**src/rtl/sym_phase_align.sv**
```systemverilog
// sym_phase_align: decimates a 4-samples-per-symbol stream (qualified by
// sam_clk_ena) to one symbol per 4 strobes at a selectable sampling phase.
// The phase is stepped by advance/retard pulses. Optionally, it is also
// stepped by a Gardner timing error detector, enabled by defining
// GARDNER_TED_EN. When GARDNER_TED_EN is undefined, ted_err is tied to 0.
//
// Output handshake: sym_valid is a 1-cycle pulse with no ready. sym_out
// carries the new symbol in the same cycle and holds it until the next pulse.
// The downstream consumer must accept every pulse.
module sym_phase_align #(
  parameter int WIDTH          = 18,
  parameter int PHASE_INIT     = 0,
  parameter int STROBE_TIMEOUT = 8,
  parameter int ACC_W          = 24,
  parameter int TED_THRESH     = 4096
) (
  input  logic                    sys_clk,
  input  logic                    reset,
  input  logic                    sam_clk_ena,
  input  logic signed [WIDTH-1:0] sam_in,
  input  logic                    advance,
  input  logic                    retard,
  output logic signed [WIDTH-1:0] sym_out,
  output logic                    sym_valid,
  output logic [1:0]              sym_phase,
  output logic                    slip,
  output logic                    strobe_lost,
  output logic signed [WIDTH-1:0] ted_err
);

  localparam int WD_W = $clog2(STROBE_TIMEOUT + 1);
  localparam logic [WD_W-1:0] WD_MAX  = WD_W'(STROBE_TIMEOUT);
  localparam logic [WD_W-1:0] WD_LAST = WD_W'(STROBE_TIMEOUT - 1);

  // Pending phase-adjust slot, one entry deep
  typedef enum logic [1:0] {
    ADJ_NONE = 2'd0,
    ADJ_ADV  = 2'd1,
    ADJ_RET  = 2'd2
  } adj_t;

  adj_t            adj_q, adj_d, ext_req, apply, ted_req;
  logic [1:0]      sam_cnt;
  logic [1:0]      phase_d;
  logic [1:0]      mid_phase;
  logic            wrap;
  logic            decide;
  logic            ext_cmd;
  logic [WD_W-1:0] wd_cnt;

  assign decide    = sam_clk_ena && (sam_cnt == sym_phase);
  assign ext_cmd   = advance ^ retard;
  assign mid_phase = sym_phase + 2'd2;

  // External request merged into the slot: an opposite request cancels, and a repeat request overwrites
  always_comb begin
    ext_req = adj_q;
    if (advance && !retard) begin
      ext_req = (adj_q == ADJ_RET) ? ADJ_NONE : ADJ_ADV;
    end else if (retard && !advance) begin
      ext_req = (adj_q == ADJ_ADV) ? ADJ_NONE : ADJ_RET;
    end
  end

  // A strobe consumes the slot; TED requests fill an empty slot only when no external command arrives
  always_comb begin
    adj_d = ext_req;
    apply = ADJ_NONE;
    if (sam_clk_ena) begin
      apply = ext_req;
      adj_d = ADJ_NONE;
    end
    if ((ted_req != ADJ_NONE) && (adj_d == ADJ_NONE) && !ext_cmd) begin
      adj_d = ted_req;
    end
  end

  // Next sampling phase, computed after the decision compare for this strobe
  always_comb begin
    phase_d = sym_phase;
    wrap    = 1'b0;
    case (apply)
      ADJ_ADV: begin
        phase_d = sym_phase + 2'd1;
        wrap    = (sym_phase == 2'd3);
      end
      ADJ_RET: begin
        phase_d = sym_phase - 2'd1;
        wrap    = (sym_phase == 2'd0);
      end
      default: ;
    endcase
  end

  // Decimation datapath, sample counter, and phase register
  always_ff @(posedge sys_clk) begin
    if (reset) begin
      sym_out   <= '0;
      sym_valid <= 1'b0;
      sym_phase <= 2'(PHASE_INIT);
      slip      <= 1'b0;
      sam_cnt   <= 2'd0;
      adj_q     <= ADJ_NONE;
    end else begin
      sym_valid <= decide;
      slip      <= wrap;
      if (decide) sym_out <= sam_in;
      if (sam_clk_ena) sam_cnt <= sam_cnt + 2'd1;
      sym_phase <= phase_d;
      adj_q     <= adj_d;
    end
  end

  // Strobe watchdog: counts cycles without a strobe and saturates at the timeout
  always_ff @(posedge sys_clk) begin
    if (reset) begin
      wd_cnt      <= '0;
      strobe_lost <= 1'b0;
    end else if (sam_clk_ena) begin
      wd_cnt      <= '0;
      strobe_lost <= 1'b0;
    end else if (wd_cnt != WD_MAX) begin
      wd_cnt      <= wd_cnt + 1'b1;
      strobe_lost <= (wd_cnt == WD_LAST);
    end
  end

`ifdef GARDNER_TED_EN
  localparam int PW = 2 * WIDTH + 1;
  localparam logic signed [PW-1:0] E_MAX =
    {{(WIDTH + 2){1'b0}}, {(WIDTH - 1){1'b1}}};
  localparam logic signed [PW-1:0] E_MIN =
    {{(WIDTH + 2){1'b1}}, {(WIDTH - 1){1'b0}}};
  localparam logic signed [ACC_W:0] A_MAX = {2'b00, {(ACC_W - 1){1'b1}}};
  localparam logic signed [ACC_W:0] A_MIN = {2'b11, {(ACC_W - 1){1'b0}}};
  localparam logic signed [ACC_W-1:0] THR_P = ACC_W'(TED_THRESH);
  localparam logic signed [ACC_W-1:0] THR_N = -THR_P;

  logic signed [WIDTH-1:0] mid_q;
  logic signed [ACC_W-1:0] acc_q;
  logic signed [WIDTH:0]   diff;
  logic signed [PW-1:0]    prod;
  logic signed [PW-1:0]    prod_sh;
  logic signed [WIDTH-1:0] e_sat;
  logic signed [ACC_W:0]   acc_sum;
  logic signed [ACC_W-1:0] acc_sat;
  logic                    ted_fire;

  // Gardner error: mid * (previous symbol - current symbol), scaled back to sample range and saturated
  always_comb begin
    diff    = (WIDTH + 1)'(sym_out) - (WIDTH + 1)'(sam_in);
    prod    = PW'(mid_q) * PW'(diff);
    prod_sh = prod >>> (WIDTH - 1);
    if (prod_sh > E_MAX)      e_sat = {1'b0, {(WIDTH - 1){1'b1}}};
    else if (prod_sh < E_MIN) e_sat = {1'b1, {(WIDTH - 1){1'b0}}};
    else                      e_sat = prod_sh[WIDTH-1:0];
    acc_sum = (ACC_W + 1)'(acc_q) + (ACC_W + 1)'(e_sat);
    if (acc_sum > A_MAX)      acc_sat = {1'b0, {(ACC_W - 1){1'b1}}};
    else if (acc_sum < A_MIN) acc_sat = {1'b1, {(ACC_W - 1){1'b0}}};
    else                      acc_sat = acc_sum[ACC_W-1:0];
  end

  // A late timing error builds a positive accumulator, which retards the phase; an early error advances it
  always_comb begin
    ted_req = ADJ_NONE;
    if (decide) begin
      if (acc_sat >= THR_P)      ted_req = ADJ_RET;
      else if (acc_sat <= THR_N) ted_req = ADJ_ADV;
    end
  end

  assign ted_fire = (ted_req != ADJ_NONE);

  // TED state: mid sample, published error, and loop accumulator
  always_ff @(posedge sys_clk) begin
    if (reset) begin
      mid_q   <= '0;
      acc_q   <= '0;
      ted_err <= '0;
    end else begin
      if (sam_clk_ena && (sam_cnt == mid_phase)) mid_q <= sam_in;
      if (decide) begin
        ted_err <= e_sat;
        acc_q   <= ted_fire ? '0 : acc_sat;
      end
    end
  end
`else
  assign ted_req = ADJ_NONE;
  assign ted_err = '0;
`endif

endmodule

```
**config.mk**
```make
export PLATFORM = sky130hd
export DESIGN_NAME = sym_phase_align
export DESIGN_NICKNAME = d
export VERILOG_FILES = /design/src/rtl/sym_phase_align.sv
export SDC_FILE = /design/constraint.sdc
export NUM_CORES = 1
export LEC_CHECK = 0
export ABC_AREA = 1
export BUFFER_PORTS_ARGS = -buffer_cell sky130_fd_sc_hd__buf_4
export CAP_MARGIN = 10
export CORE_MARGIN = 8
export CORE_UTILIZATION = 40
export DETAILED_ROUTE_END_ITERATION = 8
export PLACE_DENSITY = 0.7
export SLEW_MARGIN = 5
export SYNTH_ARGS = -nofsm -noshare
export SYNTH_HDL_FRONTEND = slang
export SYNTH_SLANG_ARGS = --single-unit
```
**constraint.sdc**
```tcl
create_clock -name sys_clk -period 1.3 [get_ports sys_clk]
set_input_delay 0.065 -clock sys_clk [delete_from_list [all_inputs] [get_ports sys_clk]]
set_output_delay 0.065 -clock sys_clk [all_outputs]
set_load 0.01 [all_outputs]
```
==> impl_metrics.env, run 1 <==
export IMPL_use_met1_pct=11.9
export IMPL_grt_pass1_wl_mm=5.41
export IMPL_die_area_sq_mm=0.00636
export IMPL_post_route_min_period_ns=1.32
export IMPL_viasPerCell=4.26
export IMPL_p_per_area_mw_per_mm2=1230
export IMPL_worstPathArrival_ns=1.50
export IMPL_grt_overflow=0
export IMPL_hpwl_mm=2.58
export IMPL_h_tree_depth=2
export IMPL_hold_path_class="primary input to flip-flop"
export IMPL_syn_area_per_cell_sq_um=7.43
export IMPL_io_buffers=45
export IMPL_combPwrFrac_pct=23.6
export IMPL_synth_edf_count=0
export IMPL_routed_wire_length_per_instance_um=10.9
export IMPL_met3_usage_pct=4.05
export IMPL_post_route_period_util_pct=102
export IMPL_worstSetupPathType="flip-flop to flip-flop"
export IMPL_drv_cap=0
export IMPL_clockBufferDepth=2
export IMPL_setup_viol=1
export IMPL_finalHoldViolCount=0
export IMPL_use_met2_pct=17.6
export IMPL_grt_max_degree=19
export IMPL_power_frac_seq_pct=40.4
export IMPL_status="finished with violations"
export IMPL_die_w_um=79.8
export IMPL_cp_required_ns=1.48
export IMPL_numClockSinks=31
export IMPL_netlist_area_sq_mm=0.00163
export IMPL_pwr_share_clk_pct=36.1
export IMPL_grt_pass1_vias=1294
export IMPL_finClkSkew_ns=0.00350
export IMPL_rsz0062_at_grt="yes"
export IMPL_end_kind="flip-flop"
export IMPL_cp_max_fo=3
export IMPL_numCtsBuffers=5
export IMPL_p_int_mw=1.95
export IMPL_firstDrtPassIters=4
export IMPL_gp_congestion=0.784
export IMPL_p_total_mw=2.69
export IMPL_drt_total_wl_mm=3.54
export IMPL_antenna_found_initial=0
export IMPL_synthArstFlopShare_pct=0
export IMPL_power_switching_mw=0.736
export IMPL_fmax_mhz=756
export IMPL_final_layout_size_suffix_gt1_share_pct=34.5
export IMPL_leakage_nw=1.12
export IMPL_timing_final_ws_setup_ns=-0.0221
export IMPL_finalMaxSlewViolations=0
export IMPL_yosys_warnings=0
export IMPL_syn_inst=219
export IMPL_vdd_drop_max_mv=0.826
export IMPL_swShare_pct=27.4
export IMPL_ys_ff_latch=31
export IMPL_setup_tns_ns=-0.0221
export IMPL_ys_seq_area_share_pct=38.2
export IMPL_postPlaceCellArea_sq_mm=0.00196
export IMPL_num_vias=1384
export IMPL_cts_root_buf="clkbuf_8"
export IMPL_clk_latency_ns=0.28
export IMPL_fillers=405
export IMPL_cts_tree="built"
export IMPL_grt_busiest_layer="met2"
export IMPL_finalInstanceArea_sq_mm=0.00218
export IMPL_synth_cell_types=28
export IMPL_start_util_pct=41.0
export IMPL_nets=301
export IMPL_synth_flop_cell="dfxtp_1"
export IMPL_area_growth_pct=34.2
export IMPL_ant_nets=0
export IMPL_worst_setup_path_start_kind="flip-flop"
export IMPL_core_area_sq_mm=0.00397
export IMPL_io_pins=64
export IMPL_die_y_um=79.8
export IMPL_whs_ns=0.0629
export IMPL_violations="negative setup slack"
export IMPL_antenna_cells=0
export IMPL_route_detailed_drc=0
export IMPL_rows=23
export IMPL_drtIter0Drc=54
export IMPL_clk_pin_slew_ns=0.07
export IMPL_grt_usage_pct=10.6
## final timing paths
kind,start,end,slack (ns),depth (start not counted)
worst min register to register,strobe_lost,strobe_lost,0.47,2
worst max register to register,adj_q[1],sym_phase[1],-0.02,9
worst max-delay path,adj_q[1],sym_phase[1],-0.02,9
worst min-delay path,sam_clk_ena,sam_cnt[0],0.06,2
## flip-flops by register name (all words and copies together), names as in the netlist
register	cells
sym_valid	1
slip	1
sam_cnt	2
strobe_lost	1
adj_q	2
wd_cnt	4
sym_phase	2
sym_out	18
## logic make-up (layout without fill, tap and decap cells)
group	after synthesis	count (layout)	share of synthesized area, %
buffers and inverters	58	97	19.0
DFF	31	31	38.2
adders and majority gates	4	4	3.08
AOI/OAI and AO/OA	16	16	5.23
and+or+nand+nor	108	108	33.8
other	1	18	0.231
xor gates and xnor gates	1	1	0.539
## per-stage QoR
stage	util, %	setup WS (ns)	cells
after global routing	55.0	-0.105	325
after global placement	49.3	-0.0856	312
after CTS	53.6	-0.0343	324
after detailed placement	49.3	-0.127	312
after floorplan	-	0.0336	236
final	55.0	-0.0221	325
## timing repair
item | CTS | global route
buffers inserted | 3 | 1
gates resized for setup | 3 | 13
endpoints found under the setup margin | 9 | 24
endpoints found under the hold margin | 2 | 0
pin swaps | 3 | 7
hold buffers | 1 | 0
## Yosys cell counts, types with 2 or more instances
| master | count | area, sq um |
|---|---|---|
| nor3_1 | 2 | 10.0 |
| o21ai_0 | 4 | 20.0 |
| inv_1 | 30 | 113 |
| dfxtp_1 | 31 | 621 |
| buf_4 | 19 | 143 |
| a21oi_1 | 9 | 45.0 |
| nor2_1 | 42 | 158 |
| nand3_1 | 12 | 60.1 |
| nor2_8 | 2 | 40.0 |
| nand2_1 | 32 | 120 |
| or2_1 | 2 | 12.5 |
| nand3_2 | 10 | 100 |
| ha_1 | 4 | 50.1 |
| nand2_2 | 3 | 18.8 |
| inv_2 | 4 | 15.0 |
## worst max-delay path, cell delays in order (launching register included)
cell and delay, ns:
dfxtp_2 0.33, o21bai_4 0.17, nand3_2 0.08, inv_2 0.05
ha_4 0.16, or2_1 0.21, nand3_2 0.08, nand2_1 0.05
nand2_1 0.05, nor2_1 0.04
## placed cells by master, fill, tap and decap left out, drive strengths merged, types with 2 or more instances in the layout
cell    synthesis  layout
a21oi           9       9
buf            23      54
clkbuf          1       6
conb            1      18
dfxtp          31      31
ha              4       4
inv            34      34
nand2          35      35
nand3          23      23
nor2           44      44
nor3            2       2
o21ai           5       5
or2             2       2
## metal layers
| layer | wire length (um) | vias to the layer above |
|---|---|---|
| met1 | 1550 | 600 |
| met2 | 1700 | 39 |
| met5 | 0 | - |
| met3 | 248 | 5 |
| li1 | - | 740 |
| met4 | 36 | 0 |
## final cells by class
type | count | area [sq um] | share of cell area (%)
Multi-Input combinational cell | 147 | 811 | 37.1
Clock inverter | 2 | 35.0 | 1.60
Tap cell | 50 | 62.6 | 2.87
Sequential cell | 31 | 624 | 28.6
Clock buffer | 6 | 82.6 | 3.78
Inverter | 34 | 128 | 5.85
Timing Repair Buffer | 55 | 440 | 20.2
## power groups by stage
stage	Sequential [mW]	Combinational, mW	Clock [mW]
after floorplan	1.14	0.367	0
after global placement	1.10	0.581	0
after detailed placement	1.10	0.588	0
after CTS	1.08	0.620	1.00
after global routing	1.09	0.710	1.04
final	1.09	0.634	0.969
Note: power is estimated with default switching activity, not from simulation.
==> inputs of run 2 (changes only) <==
- ABC_AREA: 1 -> not set
- PLACE_DENSITY: 0.7 -> 0.68
- clock period: 1.3 -> 1.67 ns (I/O delays scaled with it)
==> run 2 against run 1 <==
Against the previous run:
- the flow now finishes without violations
- first-iteration DRC count increased by 5.6%
- sequential share of layout area increased by 3.2 points
- routed wire length decreased by 19%
- combinational power decreased by 40%
- worst hold slack improved by 0.011 ns
- largest power group unchanged
- global-route usage decreased by 1.0 points
- via count decreased by 22%
- clock power decreased by 23%
- highest routed layer unchanged
==> impl_metrics.env, run 2 <==
export IMPL_die_y_um=78.6
export IMPL_timing_final_ws_setup_ns=0.115
export IMPL_num_vias=1083
export IMPL_synthAdderAreaFrac_pct=3.19
export IMPL_vdd_drop_max_mv=0.678
export IMPL_io_buffers=45
export IMPL_numClockSinks=31
export IMPL_viasPerCell=4.26
export IMPL_synth_area_leader_cell="dfxtp_1"
export IMPL_io_pins=64
export IMPL_yosysMostFrequentCell="nand2b_1"
export IMPL_drv_cap=0
export IMPL_cts_root_buf="clkbuf_8"
export IMPL_cp_required_ns=1.88
export IMPL_synthMuxAreaShare_pct=12.1
export IMPL_synth_compound_area_share_pct=2.79
export IMPL_hpwl_mm=2.16
export IMPL_leakage_nw=0.864
export IMPL_cts_resized=0
export IMPL_crit_path_max_incr_delay_ns=0.38
export IMPL_final_common_cell="buf_4"
export IMPL_synth_top_family_by_area="simple AND/OR/NAND/NOR gates"
export IMPL_synth_xor_area_share_pct=4.47
export IMPL_setup_tns_ns=0
export IMPL_synth_cell_types=27
export IMPL_fmax_mhz=643
export IMPL_synth_flop_cell="dfxtp_1"
export IMPL_yosys_warnings=0
export IMPL_start_util_pct=42.2
export IMPL_path_cells="a2bb2oi_1 -> nand2b_1 -> ha_1 -> or3_1 -> a21oi_1"
export IMPL_worstPathArrival_ns=1.77
export IMPL_synthArstFlopShare_pct=0
export IMPL_post_route_period_util_pct=93.1
export IMPL_crit_family="simple AND/OR/NAND/NOR gates"
export IMPL_ys_ff_latch=31
export IMPL_grt_max_degree=44
export IMPL_synth_area_leaders="dfxtp_1, nand2b_1, mux2i_1"
export IMPL_finalMaxSlewViolations=0
export IMPL_pre_cts_ws_ns=0.104
export IMPL_die_w_um=78.6
export IMPL_synth_common_cells="nand2b_1, dfxtp_1, mux2i_1"
export IMPL_layout_cells_most_common_list="buf_4, nand2b_1, dfxtp_1, mux2i_1, conb_1"
export IMPL_grt_overflow=0
export IMPL_fillers=375
export IMPL_die_area_sq_mm=0.00618
export IMPL_crit_slowest_cell="or3_1"
export IMPL_drt_total_wl_mm=2.88
export IMPL_final_layout_size_suffix_gt1_share_pct=26.7
export IMPL_netlist_area_sq_mm=0.00157
export IMPL_ant_nets=0
export IMPL_syn_area_per_cell_sq_um=9.68
export IMPL_cts_tree="built"
export IMPL_clockBufferDepth=2
export IMPL_rows=22
export IMPL_ys_seq_area_share_pct=39.6
export IMPL_firstDrtPassIters=4
export IMPL_hold_buffers=0
export IMPL_path_buf_inv=0
export IMPL_worstSetupPathType="flip-flop to flip-flop"
export IMPL_grt_usage_pct=9.58
export IMPL_status="complete, no violations"
export IMPL_drtIter0Drc=57
export IMPL_core_area_sq_mm=0.00372
export IMPL_gp_congestion=0.753
export IMPL_grt_pass1_wl_mm=4.87
export IMPL_yosys_area_share_simple_pct=24.6
export IMPL_largest_reg_flops=18
export IMPL_cp_max_fo=4
export IMPL_synth_top_area_share_pct=39.6
export IMPL_rsz0062_at_grt="no"
export IMPL_finClkSkew_ns=0.00569
export IMPL_hold_path_class="primary input to flip-flop"
export IMPL_clk_pin_slew_ns=0.06
export IMPL_post_route_min_period_ns=1.56
export IMPL_antenna_cells=0
export IMPL_area_growth_pct=24.4
export IMPL_numCtsBuffers=5
export IMPL_end_kind="flip-flop"
export IMPL_antenna_found_initial=0
export IMPL_top_register="sym_out"
export IMPL_finalHoldViolCount=0
export IMPL_worst_setup_path_start_kind="flip-flop"
export IMPL_h_tree_depth=2
export IMPL_syn_inst=162
export IMPL_route_detailed_drc=0
export IMPL_reg_top3="sym_out: 18 flops, wd_cnt: 4 flops"
export IMPL_clk_latency_ns=0.27
export IMPL_grt_pass1_vias=1054
export IMPL_postCtsSetupBuffers=0
export IMPL_routed_wire_length_per_instance_um=11.3
export IMPL_setup_viol=0
export IMPL_reg2reg_slack_ns=0.11
export IMPL_synth_edf_count=0
export IMPL_nets=232
export IMPL_p_per_area_mw_per_mm2=1010
## run 2: where the power goes
group / total [mW] / internal [mW] / switching (mW) / leakage, nW
Combinational: 0.379 / 0.203 / 0.176 / 0.550
Sequential: 0.848 / 0.805 / 0.0431 / 0.254
Clock: 0.748 / 0.482 / 0.266 / 0.0612
Total: 1.98 / 1.49 / 0.485 / 0.864
## run 2: kinds of logic after synthesis
logic type | Yosys count
mux | 19
compound gates | 7
fa+ha+maj | 4
flops | 31
simple gates | 64
xor+xnor | 8
buf+inv | 28
other cells | 1
## run 2: cell type report
class | count | area [sq um] | area share (%)
repair buffers | 45 | 338 | 17.3
clock inverters | 2 | 35.0 | 1.80
well taps | 48 | 60.1 | 3.08
inverters | 2 | 7.51 | 0.385
clock buffers | 6 | 82.6 | 4.23
flip-flops and latches | 31 | 621 | 31.8
multi-input cells | 120 | 807 | 41.4
## run 2: worst paths after layout
path | start | to | cells past startpoint
max | adj_q[1] | sym_phase[1] | 5
min | sam_in[15] | sym_out[15] | 3
max reg2reg | adj_q[1] | sym_phase[1] | 5
min reg2reg | sym_out[2] | sym_out[2] | 2
## run 2: worst register-to-register path: cells and delay by family, from the launching register on
family / cells / cell delay, ns
AOI/OAI and AO/OA: 2 / 0.37
adders and majority gates: 1 / 0.27
DFF: 1 / 0.33
and+or+nand+nor: 2 / 0.52
## run 2: metal layers
metal  global-route usage, %  share of wire (%)  vias up
met5                       0                  0        -
li1                        -                  -      566
met4                    4.44               0.42        0
met3                    5.13                 12        2
met1                    11.0                 46      475
met2                    14.3                 42       40
## run 2: stage by stage
| stage | hold slack [ns] | instance area (sq um) | instances | utilization [%] | power [mW] |
|---|---|---|---|---|---|
| finish | 0.0741 | 1950 | 254 | 52.5 | 1.98 |
| global route | 0.0672 | 1950 | 254 | 52.5 | 2.09 |
| CTS | 0.0641 | 1950 | 254 | 52.5 | 2.01 |
| detailed placement | 0.362 | 1830 | 246 | 49.3 | 1.25 |
| global placement | 0.357 | 1830 | 246 | 49.3 | 1.25 |
| floorplan | 0.220 | 1630 | 179 | - | 1.15 |
